File: src/rtl/uart_tx_arbiter.sv
// uart_tx_arbiter: shares one uart_tx byte interface between two producers.
// Requester 0 is the CPU register path, requester 1 the monitor/debug path.
// Each has a DEPTH-entry FIFO. A two-state scheduler pops FIFO heads into a
// registered valid/ready output using round-robin arbitration. When LINE_LOCK
// is set, an owner keeps the grant until it sends 0x0A or its FIFO stays empty
// for LOCK_TIMEOUT idle cycles, so text lines from the two sources never mix.
//
// Ports:
//   clk, rst_n                  clock, asynchronous active-low reset
//   reqN_data/reqN_wr           byte write into requester N FIFO
//   reqN_full/reqN_empty        requester N FIFO status
//   tx_data/tx_data_valid       byte offered to uart_tx (held until ready)
//   tx_data_ready               uart_tx accepts the byte
//   grant                       one-hot owner of the byte in flight, 00 if none
//   req_ovf/ovf_clr             sticky per-requester overflow flags and clear
module uart_tx_arbiter #(
  parameter int unsigned DEPTH        = 8,
  parameter bit          LINE_LOCK    = 1'b1,
  parameter int unsigned LOCK_TIMEOUT = 1024
) (
  input  logic       clk,
  input  logic       rst_n,
  input  logic [7:0] req0_data,
  input  logic       req0_wr,
  output logic       req0_full,
  output logic       req0_empty,
  input  logic [7:0] req1_data,
  input  logic       req1_wr,
  output logic       req1_full,
  output logic       req1_empty,
  output logic [7:0] tx_data,
  output logic       tx_data_valid,
  input  logic       tx_data_ready,
  output logic [1:0] grant,
  output logic [1:0] req_ovf,
  input  logic       ovf_clr
);

  localparam int unsigned AW = (DEPTH > 1) ? $clog2(DEPTH) : 1;
  localparam int unsigned CW = AW + 1;
  localparam int unsigned TW = $clog2(LOCK_TIMEOUT + 1);

  typedef enum logic [0:0] {StIdle, StSend} state_e;

  // FIFO storage and bookkeeping, index 0/1 = requester 0/1.
  logic [7:0]    mem_q  [2][DEPTH];
  logic [AW-1:0] wptr_q [2];
  logic [AW-1:0] rptr_q [2];
  logic [CW-1:0] cnt_q  [2];
  logic [7:0]    wdata  [2];

  logic [1:0] wr, full, empty, push, pop, ovf_set;
  logic [1:0] req_ovf_q;

  // Scheduler state.
  state_e        state_q;
  logic [7:0]    tx_data_q;
  logic          valid_q;
  logic [1:0]    grant_q;
  logic          last_owner_q;
  logic          lock_q;
  logic          lock_owner_q;
  logic [TW-1:0] to_cnt_q;

  logic [1:0] elig;
  logic       sel;
  logic       pick;
  logic       owner_empty;
  logic [7:0] head;

  always_comb begin
    wr       = {req1_wr, req0_wr};
    wdata[0] = req0_data;
    wdata[1] = req1_data;
    for (int i = 0; i < 2; i++) begin
      full[i]    = (cnt_q[i] == CW'(DEPTH));
      empty[i]   = (cnt_q[i] == '0);
      // Full is judged on the start-of-cycle count; a same-cycle pop does not help.
      push[i]    = wr[i] && !full[i];
      ovf_set[i] = wr[i] && full[i];
    end
  end

  // Arbitration: a held lock masks the non-owner; on a tie the requester that
  // did not send last wins.
  always_comb begin
    elig = ~empty;
    if (lock_q) begin
      elig = elig & (lock_owner_q ? 2'b10 : 2'b01);
    end
    sel         = (elig == 2'b11) ? ~last_owner_q : elig[1];
    pick        = (state_q == StIdle) && (elig != 2'b00);
    pop         = pick ? (sel ? 2'b10 : 2'b01) : 2'b00;
    head        = mem_q[sel][rptr_q[sel]];
    owner_empty = lock_owner_q ? empty[1] : empty[0];
  end

  always_ff @(posedge clk) begin
    for (int i = 0; i < 2; i++) begin
      if (push[i]) begin
        mem_q[i][wptr_q[i]] <= wdata[i];
      end
    end
  end

  always_ff @(posedge clk or negedge rst_n) begin
    if (!rst_n) begin
      for (int i = 0; i < 2; i++) begin
        wptr_q[i] <= '0;
        rptr_q[i] <= '0;
        cnt_q[i]  <= '0;
      end
      req_ovf_q <= 2'b00;
    end else begin
      for (int i = 0; i < 2; i++) begin
        if (push[i]) wptr_q[i] <= wptr_q[i] + AW'(1);
        if (pop[i])  rptr_q[i] <= rptr_q[i] + AW'(1);
        cnt_q[i] <= cnt_q[i] + CW'(push[i]) - CW'(pop[i]);
      end
      // Set wins over a simultaneous clear.
      req_ovf_q <= (ovf_clr ? 2'b00 : req_ovf_q) | ovf_set;
    end
  end

  always_ff @(posedge clk or negedge rst_n) begin
    if (!rst_n) begin
      state_q      <= StIdle;
      tx_data_q    <= 8'h00;
      valid_q      <= 1'b0;
      grant_q      <= 2'b00;
      last_owner_q <= 1'b1;
      lock_q       <= 1'b0;
      lock_owner_q <= 1'b0;
      to_cnt_q     <= '0;
    end else begin
      unique case (state_q)
        StIdle: begin
          if (pick) begin
            tx_data_q    <= head;
            valid_q      <= 1'b1;
            grant_q      <= sel ? 2'b10 : 2'b01;
            last_owner_q <= sel;
            state_q      <= StSend;
          end
          // Lock timeout: count idle cycles while the owner has nothing queued.
          if (lock_q && owner_empty) begin
            if (to_cnt_q == TW'(LOCK_TIMEOUT - 1)) begin
              lock_q   <= 1'b0;
              to_cnt_q <= '0;
            end else begin
              to_cnt_q <= to_cnt_q + TW'(1);
            end
          end else begin
            to_cnt_q <= '0;
          end
        end
        StSend: begin
          to_cnt_q <= '0;
          if (tx_data_ready) begin
            valid_q <= 1'b0;
            grant_q <= 2'b00;
            state_q <= StIdle;
            if (LINE_LOCK) begin
              // A newline ends the line and releases the lock; anything else claims it.
              lock_q       <= (tx_data_q != 8'h0A);
              lock_owner_q <= grant_q[1];
            end
          end
        end
        default: state_q <= StIdle;
      endcase
    end
  end

  assign req0_full     = full[0];
  assign req0_empty    = empty[0];
  assign req1_full     = full[1];
  assign req1_empty    = empty[1];
  assign tx_data       = tx_data_q;
  assign tx_data_valid = valid_q;
  assign grant         = grant_q;
  assign req_ovf       = req_ovf_q;

endmodule

File: config.mk
export PLATFORM = sky130hd
export DESIGN_NAME = uart_tx_arbiter
export DESIGN_NICKNAME = d
export VERILOG_FILES = /design/src/rtl/uart_tx_arbiter.sv
export SDC_FILE = /design/constraint.sdc
export NUM_CORES = 1
export LEC_CHECK = 0
export BUFFER_PORTS_ARGS = -buffer_cell sky130_fd_sc_hd__buf_2
export CAP_MARGIN = 20
export CORE_AREA = 2 2 124 126
export DETAILED_ROUTE_END_ITERATION = 12
export DIE_AREA = 0 0 126 128
export PLACE_DENSITY = 0.7
export RECOVER_POWER = 25
export SETUP_SLACK_MARGIN = 0.1
export SLEW_MARGIN = 5
export SYNTH_ARGS = -nofsm -noshare
export SYNTH_HDL_FRONTEND = slang
export SYNTH_SLANG_ARGS = --single-unit
File: constraint.sdc
create_clock -name clk -period 4.7 [get_ports clk]
set_clock_uncertainty 0.05 [all_clocks]
set_input_delay 0 -clock clk [delete_from_list [all_inputs] [get_ports clk]]
set_output_delay 0 -clock clk [all_outputs]
set_load 0.1 [all_outputs]
# Word-level counts from Yosys, hierarchy flattened
# Memory sizes are Yosys's and may differ from the RTL's.
# Index checks and enable logic that the tools add are counted.
# word_totals
regBits	48
ramBits	128
inputBits	22
out_inout_bits	17
wordCells	103
mem_count	1
# classes
add_sub_neg	9
n_lt_le_gt_ge	6
n_eq_ne	9
mux	37
n_bitwise	9
reduce_logical	17
# mem_list
memory	words	word_bits	rd	rd_clocked_by_memory_dff	write_ports	line_no	source
mem_q	2	64	1	0	2	46	logic [7:0] mem_q [2][DEPTH];
# ops
op	n
64-bit two-way mux	2
8-bit demux with 3-bit select	2
8-bit two-way mux	4
8-bit binary-select mux with 3-bit select	1
11-bit two-way mux	2
11-bit one-hot mux with 2 select lines	1
2-bit two-way mux	7
3-bit by 1-bit adder with 3-bit output, second input constant	4
4-bit greater-or-equal comparator, second input constant	3
3-bit inverter with 4-bit output	3
11-bit by 1-bit adder with 11-bit output, second input constant	1
11-bit by 10-bit equality test with 1-bit output, second input constant	1
1-bit two-way mux	11
3-bit two-way mux	3
4-bit by 1-bit adder with 4-bit output	2
4-bit equality test, second input constant	2
1-bit logical AND	8
4-bit zero test	2
4-bit by 1-bit less-than comparator with 1-bit output, second input constant	2
8-bit by 4-bit inequality test with 1-bit output, second input constant	1
4-bit by 1-bit subtractor with 4-bit output	2
1-bit one-hot mux with 2 select lines	3
2-bit AND reduction	3
2-bit by 1-bit inequality test with 1-bit output, second input constant	2
12 further kinds	15

# Longest topological paths before layout
# Gate-level depths: netlist (run 1).
# depth
word_depth	14
mapped_depth	13
ltp_nobuf	12

# Worst setup path after synthesis (run 1)
# OpenSTA, ideal clock, no wires.
# synth_path
kind	flip-flop to flip-flop
startpoint	reg cnt_q[6] (netlist name)
endpoint	reg cnt_q[6] (netlist name)
setup_time_ns	0.123
t_arrival_ns	4.361
required_ns	4.527
path_slack_ns	0.166
path_stages_with_launch	12
path_buffers	0
period_less_slack_ns	4.534
cell_sequence	dfrtp_1 > inv_1 > ha_1 > nor3b_1 > nor2b_1 > inv_1 > ha_1 > inv_1 > ha_1 > inv_1 > fa_1 > xnor2_1
# synth_via
elab_cells_between_ends	15
cone_classes	add/sub (2); eq/ne (2); mux (4); bitwise (2); reduce/logical (5)
# synth_lines
item	line_no	source
start: declaration	49	logic [CW-1:0] cnt_q [2];
start signal: indexed assignment	118	cnt_q[i] <= cnt_q[i] + CW'(push[i]) - CW'(pop[i]);
4-bit equality test	76	full[i] = (cnt_q[i] == CW'(DEPTH));
named net req0_full	25	output logic req0_full,
1-bit zero test	79	push[i] = wr[i] && !full[i];
1-bit logical AND	79	
4-bit by 1-bit adder with 4-bit output	118	
4-bit by 1-bit subtractor with 4-bit output	118	
# The timed path passes the listed nets, and every way through them passes these cells.
# A chain may end at the register's enable or synchronous reset.

# Worst setup path in the final report (run 1)
# layout_path
startpoint	reg cnt_q[6] (netlist name)
endpoint	reg cnt_q[2] (netlist name)
# layout_via
elab_chain_cells	9
elab_cells_between_ends	11
cone_classes	add/sub (1); eq/ne (1); mux (4); bitwise (2); reduce/logical (3)
# layout_lines
item	line_no	source
4-bit zero test (*)	77	empty[i] = (cnt_q[i] == '0);
2-bit inverter (*)	87	elig = ~empty;
2-bit AND	89	elig = elig & (lock_owner_q ? 2'b10 : 2'b01);
2-bit two-way mux (*)	88	if (lock_q) begin
2-bit equality test	91	sel = (elig == 2'b11) ? ~last_owner_q : elig[1];
1-bit two-way mux	91	
2-bit two-way mux	93	pop = pick ? (sel ? 2'b10 : 2'b01) : 2'b00;
2-bit two-way mux (*)	93	
named net pop[1]	52	logic [1:0] wr, full, empty, push, pop, ovf_set;
4-bit by 1-bit subtractor with 4-bit output (*)	118	
# Mark *: on every way through the listed nets, which the timed path passes. The rest lies on a longest branch.

==> impl_metrics.tcl, run 1 <==
set metrics [dict create \
    status "finished, final reports clean" \
    grt_pass1_vias 4623 \
    max_freq_mhz 310 \
    finalWeightedCongestion 0.879 \
    htree_num_levels 4 \
    synth_flop_cell "edfxtp_1" \
    startpoint "cnt_q[6]$_DFF_PN0_" \
    via_per_inst 5.66 \
    drv_slew 0 \
    cp.required_ns 4.97 \
    hp-start "ovf_clr" \
    synth_top_area_cell "edfxtp_1" \
    grt_start_max_net_pins 49 \
    path_class "reg2reg" \
    endpoint_kind "flip-flop" \
    ant_nets 0 \
    cp_max_fo 32 \
    clkTransAtPathRegs_ns 0.07 \
    cts_resized 0 \
    io_pins 39 \
    yosysUniqueCellTypes 54 \
    multiInputGateArea_mm2 0.00237 \
    period_share 0.686 \
    ys_ff_latch 176 \
    synth_top_area_frac 0.505 \
    combinationalPowerShare 0.364 \
    placed_area_mm2 0.00800 \
    numPortBuffers 38 \
    drc 0 \
    grt_overflow 0 \
    syn_area_mm2 0.00761 \
    initial_core_util 0.512 \
    yosys_warnings 0 \
    synth_edf_count 128 \
    fin_ws_ns 1.48 \
    setup_viol 0 \
    cap_viol_max_count 0 \
    cpPeakStageDelay_ns 0.71 \
    synth_area_leaders "edfxtp_1 51%, dfrtp_1 15%, mux4_2 5.9%" \
    fp.coreArea_mm2 0.0149 \
    drive_gt1_frac 0.170 \
    tns_ns 0 \
    cts_hold_buf 22 \
    cts_tree "yes" \
    fin_cells 793 \
    dp_slack_ns 1.50 \
    maxSlewHeadroom 0.350 \
    cts_buffers 17 \
    ys_seq_area_frac 0.663 \
    p_leak_nw 3.30 \
    clock_power_share 0.241 \
    grt_pass1_wl_um 24600 \
    layout_commonest_cell "edfxtp_1" \
    regArea_mm2 0.00505 \
    ys_async_sr_fraction 0.273 \
    root_buffer "clkbuf_16" \
    layout.nets 633 \
    dp_hpwl_um 10500 \
    slowest_stage "o211ai_4" \
    antenna_found_initial 0 \
    switching_share 0.387 \
    syn_inst 523 \
    antenna_cells 0 \
    hold_violations 0 \
    placed_cells 737 \
    syn-mean-instance-area_um2 14.6 \
    post_drt_wl_per_cell_um 19.2 \
    cts_max_path_buffers 2 \
    cts_setup_buffers 0 \
    period_minus_slack_ns 3.22 \
    switching_power_mw 2.28 \
    rows 45 \
    die_area_mm2 0.0161 \
    grt_usage 0.204 \
    wirelength_um 15200 \
    die_w_um 126 \
    cellPowerDensity_mw_per_mm2 667 \
    mostFrequentLayoutCells "128 x edfxtp_1, 50 x nand2_1, 47 x dfrtp_1" \
    dr.pass1.iters 6 \
    hold_path.class "in2reg" \
    synth_nets 564 \
    r2r-start "cnt_q[6]$_DFF_PN0_" \
    num_vias 4491 \
    path_common_cell "ha_1" \
    clock_sinks 176 \
    die_h_um 128 \
    ir_drop_mv 0.573 \
    worst_slew_pin_slew_ns 0.975 \
    path_cells "inv_1 -> ha_1 -> or3b_4 -> inv_2 -> o211ai_4 -> nor2_1 -> ha_1 -> inv_1 -> ha_1 -> fa_1 -> xor2_1" \
    clk_latency_ns 0.43 \
    area_growth_pct 16.0 \
    seqPwrFrac 0.395 \
    fill_cells 1149 \
    drtIter0Drc 395 \
    fin_area_mm2 0.00883 \
    rsz0062_at_grt "false" \
    p_int_mw 3.61 \
    arrival_ns 3.50 \
    startpoint_type "flip-flop" \
]
## state kept, by name, indices dropped and copies added, names as in the netlist
| signal | count |
|---|---|
| tx_data_valid | 1 |
| last_owner_q | 1 |
| state_q | 1 |
| tx_data | 8 |
| grant | 2 |
| rptr_q | 6 |
| to_cnt_q | 11 |
| wptr_q | 6 |
| lock_q | 1 |
| req_ovf | 2 |
| mem_q | 128 |
| lock_owner_q | 1 |
| cnt_q | 8 |
## cells by family (layout without fill, tap and decap cells)
kind of cell,after synthesis,after routing,synth area share
compound gates,76,76,0.0715
simple gates,148,148,0.0972
mux,40,40,0.0890
xor+xnor,18,18,0.0207
flops,176,176,0.663
fa+ha+maj,19,19,0.0332
buf+inv,46,128,0.0253
## power by group through the flow
stage	registers, mW	clock network (mW)	logic (mW)
after floorplan	2.52	0	1.44
after global placement	2.33	0	2.06
after detailed placement	2.36	0	2.14
after CTS	2.33	1.45	2.16
after global routing	2.37	1.52	2.33
final	2.32	1.42	2.15
## worst paths after layout
| path | end | slack, ns | depth (start not counted) |
|---|---|---|---|
| max | cnt_q[2]$_DFF_PN0_ | 1.48 | 11 |
| min | req_ovf[1]$_DFF_PN0_ | 0.26 | 3 |
| max reg2reg | cnt_q[2]$_DFF_PN0_ | 1.48 | 11 |
| min reg2reg | tx_data_valid$_DFFE_PN0P_ | 0.43 | 2 |
| max in group asynchronous | last_owner_q$_DFFE_PN1P_ | 3.60 | 4 |
| min in group asynchronous | cnt_q[4]$_DFF_PN0_ | 0.45 | 3 |
## stage by stage
stage / util / power [mW] / hold WS (ns)
floorplan: - / 3.96 / -0.346
global placement: 0.538 / 4.39 / 0.149
detailed placement: 0.538 / 4.49 / 0.160
CTS: 0.593 / 5.94 / 0.243
global route: 0.594 / 6.22 / 0.275
finish: 0.594 / 5.89 / 0.255
## worst max-delay path, delay by kind of cell (launching register included)
kind / cells / cell delay [ns]
AO/OA/AOI/OAI: 1 / 0.71
XOR/XNOR: 1 / 0.17
adder cells (fa/ha/maj): 4 / 1.14
buffers and inverters: 3 / 0.18
flip-flops: 1 / 0.33
AND/OR/NAND/NOR: 2 / 0.53
## cells in the mapped netlist, drive strengths merged (5+ instances only)
cell and count:
a21oi 27, and3 7, buf 10, clkbuf 10, dfrtp 47, edfxtp 128, ha 17, inv 26
mux2 11, mux2i 9, mux4 20, nand2 50, nand2b 29, nand3 5, nand4 5, nor2 28
nor3 10, o2111ai 6, o211ai 8, o21ai 11, xnor2 6, xor2 12
## metal layers
metal  GRT usage  part of all wire  wire (um)
met4      0.0782             0.020        310
met5           0                 0          0
met3      0.0484             0.047        715
met1       0.267              0.44       6640
met2       0.334              0.50       7560
## cell type report
| type | count | share of cell area |
|---|---|---|
| clock buffers | 17 | 0.0482 |
| clock inverters | 15 | 0.0196 |
| inverters | 26 | 0.0111 |
| multi-input cells | 301 | 0.268 |
| flip-flops and latches | 176 | 0.571 |
| well taps | 188 | 0.0266 |
| repair buffers | 70 | 0.0547 |
No activity file was read; power rests on OpenSTA's default activity.
==> run 2, diff against run 1 <==
- PLACE_DENSITY: 0.7 -> 0.73
- clock period: 4.7 -> 2.9 ns (I/O delays scaled with it)
==> run 2 against run 1 <==
Compared with the run above: global-route usage is 1.0 points higher; register-to-register slack worse by 1.3 ns; largest cell class unchanged; critical path type unchanged; sequential share of layout area fell by 1.2 points; first-iteration DRC count grew 23%; utilization increased by 1.2 points; power grew 65%; largest power group is now combinational logic; design area is 2.1% higher; non-clock buffer count increased by 18; sequential cell count did not move; critical endpoint is now tx_data[5]$_DFFE_PN0P_; final cell count rose by 2.3%; worst hold slack better by 0.012 ns; worst setup slack worse by 1.3 ns.
==> impl_metrics.tcl, run 2 (same netlist as run 1, synthesis figures left out) <==
set metrics [dict create \
    cap_viol_max_count 0 \
    combinationalPowerShare 0.390 \
    cts_max_path_buffers 2 \
    placed_cells 754 \
    clk_latency_ns 0.43 \
    hold_violations 0 \
    largest_register_ffs 128 \
    endpoint_kind "flip-flop" \
    period_share 0.927 \
    startpoint_type "flip-flop" \
    cellPowerDensity_mw_per_mm2 1080 \
    clock_power_share 0.226 \
    ant_nets 0 \
    whs_ns 0.267 \
    grt_overflow 0 \
    initial_core_util 0.512 \
    area_growth_pct 18.4 \
    die_area_mm2 0.0161 \
    via_per_inst 5.75 \
    cp.required_ns 3.14 \
    setup_viol 0 \
    grt_pass1_wl_um 25700 \
    wirelength_um 16400 \
    period_minus_slack_ns 2.69 \
    die_h_um 128 \
    switching_power_mw 3.71 \
    cts_tree "yes" \
    crit_family "buffers and inverters" \
    clock_sinks 176 \
    grt_usage 0.214 \
    seqPwrFrac 0.384 \
    p_leak_nw 3.38 \
    cpPeakStageDelay_ns 0.45 \
    status "finished, final reports clean" \
    dp_hpwl_um 11200 \
    slowest_stage "or3b_4" \
    drv_slew 0 \
    utilization 0.606 \
    cts_buffers 17 \
    rows 45 \
    grtUsageMet1 0.262 \
    fp.coreArea_mm2 0.0149 \
    drc 0 \
    maxSlewHeadroom 0.440 \
    drtIter0Drc 486 \
    io_pins 39 \
    clkTransAtPathRegs_ns 0.06 \
    layout_commonest_cell "edfxtp_1" \
    mostFrequentLayoutCells "128 x edfxtp_1, 50 x nand2_1, 47 x dfrtp_1" \
    p_total_mw 9.71 \
    rsz0062_at_grt "true" \
    cp_max_fo 21 \
    top_usage_layer "met2" \
    grt_pass1_vias 4828 \
    max_freq_mhz 372 \
    path_class "reg2reg" \
    arrival_ns 2.93 \
    post_drt_wl_per_cell_um 20.2 \
    hold_path.class "in2reg" \
    switching_share 0.382 \
    use_met2 0.366 \
    root_buffer "clkbuf_16" \
    grt_start_max_net_pins 49 \
    ir_drop_mv 0.691 \
    fin_cells 811 \
    path_buf_inv 3 \
    worst_slew_pin_slew_ns 0.833 \
    dr.pass1.iters 5 \
    layout.nets 651 \
    tns_ns 0 \
    antenna_cells 0 \
    met3_usage 0.0430 \
    p_int_mw 6.00 \
    path_cells "inv_2 -> ha_1 -> or3b_4 -> a311oi_4 -> buf_4 -> mux2i_4 -> buf_12 -> mux2i_1 -> o2111ai_1" \
    die_w_um 126 \
    num_vias 4667 \
    fill_cells 1126 \
    antenna_found_initial 0 \
    numPortBuffers 38 \
    htree_num_levels 4 \
    drive_gt1_frac 0.204 \
    finalWeightedCongestion 0.827 \
]
==> run 2: cell count changes in the layout (fill, tap and decap cells not counted), moves of 3 or more <==
cell and delta:
inv_6 -4, clkbuf_1 +3, buf_4 +17, clkinvlp_4 +4, inv_8 -4
==> run 2: repair_timing <==
action,4_1_cts,5_1_grt
setup buffers,0,1
endpoints found under the hold margin,186,11
resized for setup,0,3
hold buffers,22,1
endpoints found under the setup margin,0,12
==> run 2: worst reg2reg max path: cells and delay by family (launching register included) <==
kind,cells,cell delay [ns]
mux,2,0.54
simple gates,1,0.45
buf+inv,3,0.57
compound gates,2,0.43
flops,1,0.38
fa+ha+maj,1,0.14
==> run 2: final cells by class <==
class                      count  area (um^2)  area share
tap                          188          235      0.0261
clock buffer                  24          493      0.0547
clock inverter                 8         81.3     0.00902
multi-input combinational    301         2420       0.268
inverter                      26          105      0.0117
sequential                   176         5050       0.560
timing repair buffer          88          632      0.0701
==> run 2: path summary, 6_finish.rpt <==
kind                       slack (ns)  depth (start not counted)                 startpoint                        end
max reg2reg                      0.21                          9         cnt_q[6]$_DFF_PN0_     tx_data[5]$_DFFE_PN0P_
min                              0.27                          3                    ovf_clr       req_ovf[1]$_DFF_PN0_
min reg2reg                      0.42                          2  tx_data_valid$_DFFE_PN0P_  tx_data_valid$_DFFE_PN0P_
min in group asynchronous        0.47                          3                      rst_n      to_cnt_q[0]$_DFF_PN0_
max in group asynchronous        1.77                          4                      rst_n   last_owner_q$_DFFE_PN1P_
max                              0.21                          9         cnt_q[6]$_DFF_PN0_     tx_data[5]$_DFFE_PN0P_
==> run 2: per-stage QoR <==
stage	instance area, um^2	setup WS (ns)
after floorplan	7640	0.0625
after global placement	8160	0.302
after detailed placement	8160	0.152
after CTS	8960	0.146
after global routing	9010	0.0727
final	9010	0.211
==> run 2: layer usage <==
metal / share of wire / vias to the layer above / routed length [um]
met5: 0 / - / 0
met1: 0.41 / 2353 / 6700
li1: - / 2134 / -
met4: 0.036 / 0 / 583
met2: 0.51 / 140 / 8390
met3: 0.042 / 40 / 689
==> run 2: power by group through the flow <==
| stage | Sequential, mW | Clock (mW) | Combinational [mW] |
|---|---|---|---|
| finish | 3.73 | 2.19 | 3.79 |
| CTS | 3.72 | 2.22 | 3.72 |
| global placement | 3.73 | 0 | 3.53 |
| global route | 3.80 | 2.31 | 4.09 |
| floorplan | 4.10 | 0 | 2.35 |
| detailed placement | 3.76 | 0 | 3.68 |
